[src/rtl/traffic_pkg.sv]
`default_nettype none
// ==========================================================================
// traffic_pkg : shared constants, seconds type and controller state encoding
// Rev 1.0
// ==========================================================================
package traffic_pkg;

   localparam int DEF_T_A = 5;
   localparam int DEF_T_B = 15;
   localparam int DEF_T_C = 20;
   localparam int DEF_T_D = 50;

   localparam int SEC_W = 6;
   typedef logic [SEC_W-1:0] sec_t;
   localparam sec_t SEC_MAX = '1;

   typedef enum logic [1:0] {
      ST_MAIN_GREEN  = 2'd0,
      ST_MAIN_YELLOW = 2'd1,
      ST_SIDE_GREEN  = 2'd2,
      ST_SIDE_YELLOW = 2'd3
   } light_state_t;

   function automatic logic sec_hit(input sec_t s, input int t);
      return s == sec_t'(t);
   endfunction

endpackage
`default_nettype wire

[src/rtl/btn_debounce.sv]
`default_nettype none
// ==========================================================================
// btn_debounce : two-FF synchronizer, stability debouncer and press pulse
// Rev 1.0
// ==========================================================================
module btn_debounce #(
   parameter int DEB_CYCLES = 1250000
) (
   input  logic sysclk,
   input  logic rst,
   input  logic btn_raw,
   output logic db_level,
   output logic press
);

   localparam int CNT_W = (DEB_CYCLES > 1) ? $clog2(DEB_CYCLES) : 1;
   localparam logic [CNT_W-1:0] CNT_LAST = CNT_W'(DEB_CYCLES - 1);

   logic             sync1;
   logic             sync2;
   logic             state;
   logic [CNT_W-1:0] cnt;

   // Any sample matching the current state restarts the stability window.
   always_ff @(posedge sysclk or posedge rst) begin
      if (rst) begin
         sync1 <= 1'b0;
         sync2 <= 1'b0;
         state <= 1'b0;
         cnt   <= '0;
         press <= 1'b0;
      end else begin
         sync1 <= btn_raw;
         sync2 <= sync1;
         press <= 1'b0;
         if (sync2 != state) begin
            if (cnt == CNT_LAST) begin
               state <= ~state;
               cnt   <= '0;
               press <= ~state;
            end else begin
               cnt <= cnt + 1'b1;
            end
         end else begin
            cnt <= '0;
         end
      end
   end

   assign db_level = state;

endmodule
`default_nettype wire

[src/rtl/traffic_timer.sv]
`default_nettype none
// ==========================================================================
// traffic_timer : 1 Hz prescaler, seconds counter, thresholds, ped request
// Rev 1.0
// ==========================================================================
module traffic_timer
   import traffic_pkg::*;
#(
   parameter int CLK_HZ     = 125000000,
   parameter int DEB_CYCLES = 1250000,
   parameter int T_A        = DEF_T_A,
   parameter int T_B        = DEF_T_B,
   parameter int T_C        = DEF_T_C,
   parameter int T_D        = DEF_T_D
) (
   input  logic             sysclk,
   input  logic             rst,
   input  logic             btn_raw,
   input  logic             zc,
   input  logic             req_ack,
   output logic             clk1hz,
   output logic             tick,
   output logic [SEC_W-1:0] sec_count,
   output logic             t5s,
   output logic             t15s,
   output logic             t20s,
   output logic             t50s,
   output logic             bt
);

   localparam int DIV_W = (CLK_HZ > 1) ? $clog2(CLK_HZ) : 1;
   localparam logic [DIV_W-1:0] DIV_LAST = DIV_W'(CLK_HZ - 1);
   localparam logic [DIV_W-1:0] DIV_HALF = DIV_W'(CLK_HZ / 2);

   logic [DIV_W-1:0] div;
   sec_t             sec_next;
   logic             db_level;
   logic             press;

   always_ff @(posedge sysclk or posedge rst) begin
      if (rst) begin
         div    <= '0;
         clk1hz <= 1'b0;
         tick   <= 1'b0;
      end else begin
         div    <= (div == DIV_LAST) ? '0 : div + 1'b1;
         clk1hz <= (div < DIV_HALF);
         tick   <= (div == '0);
      end
   end

   always_comb begin
      sec_next = sec_count;
      if (tick) begin
         if (zc) begin
            sec_next = '0;
         end else if (sec_count != SEC_MAX) begin
            sec_next = sec_count + 1'b1;
         end
      end
   end

   // Flags compare the next value so they move together with sec_count.
   always_ff @(posedge sysclk or posedge rst) begin
      if (rst) begin
         sec_count <= '0;
         t5s       <= 1'b0;
         t15s      <= 1'b0;
         t20s      <= 1'b0;
         t50s      <= 1'b0;
      end else begin
         sec_count <= sec_next;
         t5s       <= sec_hit(sec_next, T_A);
         t15s      <= sec_hit(sec_next, T_B);
         t20s      <= sec_hit(sec_next, T_C);
         t50s      <= sec_hit(sec_next, T_D);
      end
   end

   btn_debounce #(
      .DEB_CYCLES (DEB_CYCLES)
   ) u_btn (
      .sysclk   (sysclk),
      .rst      (rst),
      .btn_raw  (btn_raw),
      .db_level (db_level),
      .press    (press)
   );

   // A press always coincides with the debounced level having just risen.
   always_ff @(posedge sysclk or posedge rst) begin
      if (rst) begin
         bt <= 1'b0;
      end else if (press && db_level) begin
         bt <= 1'b1;
      end else if (req_ack) begin
         bt <= 1'b0;
      end
   end

endmodule
`default_nettype wire
[config.mk]
export PLATFORM = sky130hd
export DESIGN_NAME = traffic_timer
export DESIGN_NICKNAME = d
export VERILOG_FILES = /design/src/rtl/traffic_pkg.sv /design/src/rtl/btn_debounce.sv /design/src/rtl/traffic_timer.sv
export SDC_FILE = /design/constraint.sdc
export NUM_CORES = 1
export LEC_CHECK = 0
export CAP_MARGIN = 30
export CELL_PAD_IN_SITES_DETAIL_PLACEMENT = 0
export CELL_PAD_IN_SITES_GLOBAL_PLACEMENT = 1
export CORE_MARGIN = 4
export CORE_UTILIZATION = 51
export CTS_CLUSTER_DIAMETER = 80
export DETAILED_ROUTE_END_ITERATION = 10
export PLACE_DENSITY = 0.83
export SLEW_MARGIN = 5
export SYNTH_ARGS = -nofsm -noshare
export SYNTH_HDL_FRONTEND = slang
export SYNTH_SLANG_ARGS = --single-unit
[constraint.sdc]
create_clock -name sysclk -period 4.6 [get_ports sysclk]
set_input_delay 0.69 -clock sysclk [delete_from_list [all_inputs] [get_ports sysclk]]
set_output_delay 0.69 -clock sysclk [all_outputs]
set_load 0.05 [all_outputs]
==> metrics, run 1 <==
status finished, final reports clean; final WL 7260 um; min-delay src u_btn.sync1; io pins 18; # nets final 375; Core Util, Final 0.601; post-synthesis cell area 0.00347 mm2; FF/Latch Area 0.00163 mm2; Syn Nets 362; WS Path Type reg2out; fill count 537; Critical Path Max Stage Delay 900 ps; post-synth cell types 58; WP buf/inv 1; DRC Markers 0; gr ovfl total 0; Worst-path clk slew 70 ps; worst skew pair latency 340 ps; Worst Hold Class reg2reg; First-pass DRT Iterations 5; syn_area_per_cell 9.83 um2; Final ANT Viol Nets 0; layout cells sized above 1 0.0865; die height 90.5 um; worst r2r src u_btn.cnt[0]; #FFs+latches synth 65; Critical-path top delay cell clkdlybuf4s50_1; Buffers on Ports 17; Post-Syn Instances 353; Root Driver clkbuf_8; worst-margin pin slew 954 ps; Leak 1.65 nW; post-synthesis sequential area ratio 0.469; Max Buffers Root-to-Sink 2; FFs w/ async S/R, synth 1.00; cell taking the most area after synthesis dfrtp_1; detail-routed via count per cell 6.17; n_diodes 0; Num CTS Buffers 9; Final Critical Period 2590 ps; GRT Util Overall 0.188; vias in the first global route 2,601; Final Skew 8.00 ps; most frequent cells in the layout dfrtp_1 (65), nor2_1 (33), nand2_1 (24), xor2_1 (22); Synth Flop Type dfrtp_1; Worst Setup End Kind output port; slew margin rel. 0.361; RSZ-0062 raised after global routing false; Max VDD drop 0.177 mV; Core Rows 29; Max Slew Vio Count 0; Area contributors post-synth dfrtp_1 (47%), xor2_1 (5.6%), nor2_1 (3.6%); Critical Path Source tick; period utilization 0.564; cts repair resizes 0; f_max 386 MHz; routability cong. 0.816; Synth top area share 0.469; CTS Hold Bufs 0; CP Data Required Time 3910 ps; clk sink count 65; Initial Util 0.534; routed vias 2,760; number of synthesized flops with an enable pin 0; die width 90.5 um; setup TNS 0 ps; first-pass GRT wire length 12,600 um; H-Tree Depth 3; worst-path cell chain clkdlybuf4s50_1; core outline area 0.00649 mm2; Synthesis Warnings 0; CP top delay family buffers and inverters; Multi-input gate area 0.00173 mm2; Critical Path Fanout Max 18; P&R area growth vs syn 12.5%; HPWL after DPL 5000 um; Hold Fails Final Rpt 0; CTS tree yes; drt wl/cell 16.2 um; CP Launch Type register; postcts setup bufs 0; most common cell after layout, fill and taps aside dfrtp_1; final setup vio count 0; antenna violations before repair 0; initial detailed-routing violation count 166; die area 0.00819 mm2; WP data arrival 1900 ps; max-cap violations 0; Pwr Density 296 mW/mm2; pin count of the biggest net entering global routing 29
[state kept, by name (all words and copies together), names as in the netlist]
signal          count
bt                  1
clk1hz              1
div                27
sec_count           6
t15s                1
t20s                1
t50s                1
t5s                 1
tick                1
u_btn.cnt          21
u_btn.db_level      1
u_btn.press         1
u_btn.sync1         1
u_btn.sync2         1
[worst paths after layout]
path | slack [ps] | endpoint | cells past startpoint
worst max-delay path | 2010 | tick | 1
worst min-delay path | 350 | u_btn.sync2 | 0
worst max register to register | 2230 | u_btn.cnt[6] | 6
worst min register to register | 350 | u_btn.sync2 | 0
max in group asynchronous | 3110 | div[8] | 4
min in group asynchronous | 670 | sec_count[1] | 2
[logic make-up after synthesis]
group	synth area share
DFF	0.469
AOI/OAI and AO/OA	0.121
adders and majority gates	0.0144
xor gates and xnor gates	0.0732
buffers and inverters	0.0346
and+or+nand+nor	0.284
muxes	0.00433
[through the flow]
step / area [um2] / std cells / power [mW] / hold WS (ps) / setup slack, ps
3_5_place_dp: 3690 / 432 / 0.648 / 336 / 2230
3_3_place_gp: 3670 / 431 / 0.645 / 337 / 2310
4_1_cts: 3900 / 447 / 1.17 / 352 / 2010
5_1_grt: 3900 / 447 / 1.20 / 360 / 1940
2_1_floorplan: 3470 / 353 / 0.628 / 331 / 2280
6_report: 3900 / 447 / 1.15 / 351 / 2010
[per-layer routing]
layer  part of all wire  wire length [um]  vias to the layer above  global-route usage
met3              0.041               300                       16              0.0300
li1                   -                 -                     1342                   -
met2               0.47              3390                       75               0.296
met1               0.47              3420                     1327               0.257
met5                  0                 0                        -                   0
met4              0.020               142                        0              0.0791
[synthesized netlist by cell type (3+ instances only)]
master / count
a21oi_1: 16
a2bb2oi_1: 3
a31oi_1: 3
and2_1: 7
and4_1: 8
buf_2: 8
clkbuf_1: 7
dfrtp_1: 65
ha_1: 4
inv_1: 8
nand2_1: 24
nand3_1: 19
nand4_1: 19
nor2_1: 33
nor2b_1: 3
nor3_1: 7
nor3b_1: 5
nor4_1: 6
o211a_1: 3
o21ai_0: 11
o31ai_1: 6
o41ai_1: 4
or3_1: 7
or4_1: 6
xnor2_1: 7
xor2_1: 22
[report_power, final]
| part | internal [mW] | leakage [nW] | total, mW | switching (mW) |
|---|---|---|---|---|
| registers | 0.577 | 0.870 | 0.585 | 0.00769 |
| clock network | 0.306 | 0.112 | 0.517 | 0.211 |
| logic | 0.0186 | 0.674 | 0.0517 | 0.0330 |
[area by class of cell]
type | instances | area share
multi-input cells | 262 | 0.443
flip-flops and latches | 65 | 0.417
repair buffers | 20 | 0.0526
clock buffers | 13 | 0.0458
well taps | 77 | 0.0247
clock inverters | 2 | 0.00898
inverters | 8 | 0.00769
Note: power is estimated with default switching activity, not from simulation.
==> run 2, diff against run 1 <==
CORE_UTILIZATION = 43   (was 51)
PLACE_DENSITY = 0.74   (was 0.83)
clock period = 2.3 ns   (was 4.6 ns; I/O delays follow)
==> run 2 against run 1 <==
Against the previous run: worst hold slack hardly changed; largest cell class unchanged; clock power is 110% higher; first-iteration DRC count is 15% lower; die area is 17% higher; flip-flop and latch count stayed put; clock-buffer cell count is 1 higher; sequential power is 100% higher; critical endpoint unchanged; critical path depth stayed put; highest routed layer unchanged; global-route usage is 2.8 points lower.
==> metrics, run 2 (synthesis results as in run 1) <==
most frequent cells in the layout dfrtp_1 (65), nor2_1 (33), nand2_1 (24), xor2_1 (22); CTS Hold Bufs 0 (unchanged); Buffers on Ports 17 (unchanged); core outline area 0.00777 mm2 (+20%); setup TNS 0 ps (unchanged); Pwr Density 589 mW/mm2 (+99%); P_int 1.86 mW (+110%); Critical Path Fanout Max 11 (-7); die height 97.8 um (+8.1%); clk sink count 65 (unchanged); CTS tree yes; Multi-input gate area 0.00173 mm2 (unchanged); WP buf/inv 1 (unchanged); worst skew pair latency 330 ps (about the same); RSZ-0062 raised after global routing false; slew margin rel. 0.664 (+0.303); routed vias 2,774 (+0.51%); final WL 7470 um (+2.9%); Critical-path top delay cell clkdlybuf4s50_1; Root Driver clkbuf_8; FF/Latch Area 0.00163 mm2 (unchanged); Leak 1.69 nW (+2.2%); Initial Util 0.447 (-0.0875); CP Data Required Time 1960 ps (-1950 ps); f_max 476 MHz; status finished, final reports clean; Seq pwr share 0.497 (-0.010); max-cap violations 0 (unchanged); most common cell after layout, fill and taps aside dfrtp_1; first-pass GRT wire length 12,600 um (-0.16%); non-filler cells, final 480 (+7.4%); Hold Fails Final Rpt 0 (unchanged); Worst-path clk slew 60 ps (about the same); Critical Path Max Stage Delay 870 ps (-30 ps); First-pass DRT Iterations 4 (-1); WP data arrival 1760 ps (-140 ps); CP Launch Type register; layout cells sized above 1 0.0979 (+0.0114); cts repair resizes 0 (unchanged); Worst Setup End Kind output port; detail-routed via count per cell 5.78 (-6.4%); initial detailed-routing violation count 141 (-15%); Core Rows 32 (+10%); gr ovfl total 0 (unchanged); pin count of the biggest net entering global routing 50 (+72%); CP top delay family buffers and inverters; postcts setup bufs 0 (unchanged); sw frac 0.208 (-0.0108); Reg with most FFs div; Final Critical Period 2100 ps; Final Total Pwr 2.35 mW (+100%); worst-path cell chain clkdlybuf4s50_1; P&R area growth vs syn 15.1%; WS Path Type reg2out; H-Tree Depth 3 (unchanged); die area 0.00957 mm2 (+17%); DRC Markers 0 (unchanged); Max Slew Vio Count 0 (unchanged); max reg flops 27 (unchanged); drt wl/cell 15.6 um (-4.1%); routability cong. 0.873 (+7.0%); Final Skew 7.95 ps (-0.0482 ps); Final ANT Viol Nets 0 (unchanged); Max Buffers Root-to-Sink 2 (unchanged); GRT Util Overall 0.160 (-0.0280); Clock Power Share 0.459 (+0.011); io pins 18 (unchanged); combinational share of power 0.044 (about the same); # nets final 382 (+1.9%); antenna violations before repair 0 (unchanged); final setup vio count 0 (unchanged); Max VDD drop 0.361 mV (+100%); largest registers div x27, u_btn.cnt x21, sec_count x6; Num CTS Buffers 9 (unchanged); n_diodes 0 (unchanged); P_sw 489 uW (+94%); HPWL after DPL 5230 um (+4.6%); vias in the first global route 2,608 (+0.27%); placed cell count 464 (+7.4%); Worst Hold Class reg2reg; worst-margin pin slew 502 ps (-451 ps); fill count 713 (+33%); period utilization 0.914; die width 97.8 um (+8.1%)
[run 2: power by group through the flow]
stage               combinational [mW]  clock (mW)  sequential [mW]
floorplan                       0.0530           0             1.20
global placement                 0.107           0             1.19
detailed placement               0.107           0             1.19
CTS                              0.107        1.12             1.17
global route                     0.116        1.17             1.17
finish                           0.104        1.08             1.17
[run 2: final timing paths]
path | startpoint | end | slack [ps] | cells after the start
max | tick | tick | 200 | 1
min | u_btn.sync1 | u_btn.sync2 | 350 | 0
max reg2reg | u_btn.cnt[0] | u_btn.db_level | 330 | 5
min reg2reg | u_btn.sync1 | u_btn.sync2 | 350 | 0
max in group asynchronous | rst | u_btn.press | 1690 | 3
min in group asynchronous | rst | div[26] | 380 | 3
[run 2: cell type report]
class / instances / area share
Clock buffer: 14 / 0.0407
Clock inverter: 2 / 0.0150
Inverter: 8 / 0.00752
Multi-Input combinational cell: 262 / 0.433
Sequential cell: 65 / 0.407
Tap cell: 102 / 0.0319
Timing Repair Buffer: 27 / 0.0645
[run 2: stage by stage]
step	hold WS, ps	util	cell area [um2]	setup slack [ps]
after global routing	358	0.514	4000	140
after detailed placement	338	0.486	3770	314
after global placement	332	0.486	3770	356
final	351	0.514	4000	199
after CTS	353	0.514	4000	173
after floorplan	331	-	3470	112
[run 2: metal layers]
metal,up-vias,share of wire,GRT usage,wire length (um)
met5,-,0,0,0
met4,0,0.011,0.0458,85
met3,8,0.038,0.0414,283
met2,62,0.50,0.262,3710
met1,1353,0.45,0.210,3390
li1,1351,-,-,-
==> run 3, diff against run 2 <==
CELL_PAD_IN_SITES_DETAIL_PLACEMENT = default   (was 0)
CELL_PAD_IN_SITES_GLOBAL_PLACEMENT = default   (was 1)
CORE_UTILIZATION = 60   (was 43)
PLACE_DENSITY = 0.78   (was 0.74)
clock period = 2.1 ns   (was 2.3 ns; I/O delays follow)
==> run 3 against run 2 <==
Against the previous run: design area increased by 1.0%; combinational power is 13% higher; clock power hardly changed; critical path type is now reg2reg; largest power group unchanged; sequential power up 9%; flip-flop and latch count did not move; largest cell class unchanged.
==> metrics, run 3 (synthesis results as in run 1) <==
status finished, final reports clean; most frequent cells in the layout dfrtp_1 (63), nor2_1 (33), nand2_1 (24), xor2_1 (22), buf_4 (22); Num CTS Buffers 9 (unchanged); CP Launch Type register; Post-Place Worst Slack 72.8 ps (-241 ps); RSZ-0062 raised after global routing false; fill count 432 (-39%); Core Rows 27 (-16%); Final Skew 9.97 ps (+2.02 ps); worst-path cell chain ha_1 -> and3_2 -> nand4_1 -> or4_4 -> mux2_4; period utilization 0.954; CTS tree yes; WP data arrival 2230 ps (+470 ps); Max VDD drop 0.417 mV (+16%); GRT Util Overall 0.228 (+0.0684); Root Driver clkbuf_8; Critical-path top delay cell or4_4; largest registers div x27, u_btn.cnt x21, sec_count x6; routed vias 2,869 (+3.4%); Pwr Density 607 mW/mm2 (+3.1%); vias in the first global route 2,799 (+7.3%); final WL 7450 um (-0.35%); detail-routed via count per cell 6.21 (+7.5%); Clock Power Share 0.429 (-0.030); non-filler cells, final 462 (-3.8%); Worst Hold Class in2async; Worst Setup End Kind register; post-route setup slack 95.7 ps (-103 ps); Final ANT Viol Nets 0 (unchanged); Max Buffers Root-to-Sink 2 (unchanged); First-pass DRT Iterations 4 (unchanged); CTS Hold Bufs 0 (unchanged); worst skew pair latency 340 ps (about the same); core outline area 0.00557 mm2 (-28%); max reg flops 27 (unchanged); combinational share of power 0.048 (+0.004); drt wl/cell 16.1 um (+3.5%); die area 0.00706 mm2 (-26%); worst-margin pin slew 513 ps (+11.1 ps); layout cells sized above 1 0.141 (+0.0431); P_int 1.89 mW (+1.1%); H-Tree Depth 3 (unchanged); setup TNS 0 ps (unchanged); gr ovfl total 0 (unchanged); Hold Fails Final Rpt 0 (unchanged); Seq pwr share 0.522 (+0.025); Critical Path Fanout Max 4 (-7); die width 84.0 um (-14%); Buffers on Ports 17 (unchanged); final setup vio count 0 (unchanged); initial detailed-routing violation count 155 (+9.9%); n_diodes 0 (unchanged); most common cell after layout, fill and taps aside dfrtp_1; # nets final 394 (+3.1%); WS Path Type reg2reg; r2r worst-path depth 5 (unchanged); pin count of the biggest net entering global routing 30 (-40%); routability cong. 0.921 (+5.5%); max-cap violations 0 (unchanged); DRC Markers 0 (unchanged); io pins 18 (unchanged); f_max 499 MHz; antenna violations before repair 0 (unchanged); Critical Path Max Stage Delay 590 ps (-280 ps); slew margin rel. 0.657 (-0.00689); P_sw 566 uW (+16%); Worst-path clk slew 70 ps (about the same); P&R area growth vs syn 16.3%; Max Slew Vio Count 0 (unchanged); Core Util, Final 0.724 (+0.210); HPWL after DPL 5270 um (+0.75%); first-pass GRT wire length 13,100 um (+3.6%); Final Critical Period 2000 ps; sw frac 0.231 (+0.0230); placed cell count 446 (-3.9%); Initial Util 0.622 (+0.176); Reg with most FFs div; CP Data Required Time 2330 ps (+370 ps); clk sink count 65 (unchanged); die height 84.0 um (-14%); Leak 1.75 nW (+3.3%)
-- run 3: worst paths after layout --
kind	start	to	slack [ps]
hold reg to reg	u_btn.sync1	u_btn.sync2	350
min in group sysclk	u_btn.sync1	u_btn.sync2	350
setup reg to reg	u_btn.cnt[0]	u_btn.db_level	100
hold / removal	rst	t5s	230
max in group asynchronous	rst	sec_count[2]	1370
setup / recovery	u_btn.cnt[0]	u_btn.db_level	100
-- run 3: what timing repair did --
item	in CTS	in global routing
buffers inserted	0	0
gates resized for setup	0	3
endpoints found under the setup margin	0	18
-- run 3: critical path, delay by kind of cell, from the launching register on --
| family | cells | cell delay, ps |
|---|---|---|
| fa+ha+maj | 1 | 210 |
| simple gates | 3 | 990 |
| flops | 1 | 390 |
| mux | 1 | 310 |
-- run 3: metrics by stage --
step / hold slack (ps) / total power, mW / instance area [um2]
floorplan: 331 / 1.37 / 3470
global placement: 333 / 1.42 / 3820
detailed placement: 339 / 1.42 / 3820
CTS: 222 / 2.48 / 4020
global route: 244 / 2.55 / 4040
finish: 226 / 2.45 / 4040
-- run 3: cell type report --
type | count | area [um2] | share of cell area
inverter | 8 | 30.0 | 0.00744
tap | 72 | 90.1 | 0.0223
timing repair buffer | 39 | 348 | 0.0862
multi-input combinational | 262 | 1740 | 0.432
clock buffer | 11 | 141 | 0.0350
sequential | 65 | 1630 | 0.404
clock inverter | 5 | 55.1 | 0.0136
-- run 3: power by group through the flow --
| stage | Sequential [mW] | Combinational, mW | Clock, mW |
|---|---|---|---|
| 2_1_floorplan | 1.32 | 0.0580 | 0 |
| 3_3_place_gp | 1.30 | 0.118 | 0 |
| 3_5_place_dp | 1.30 | 0.119 | 0 |
| 4_1_cts | 1.28 | 0.120 | 1.08 |
| 5_1_grt | 1.28 | 0.131 | 1.14 |
| 6_report | 1.28 | 0.118 | 1.05 |
-- run 3: per-layer routing --
layer  vias to the layer above  part of all wire  global-route usage
met5                         -                 0                   0
met1                      1397              0.45               0.301
met4                         0             0.025               0.108
li1                       1373                 -                   -
met2                        77              0.49               0.359
met3                        22             0.042              0.0474
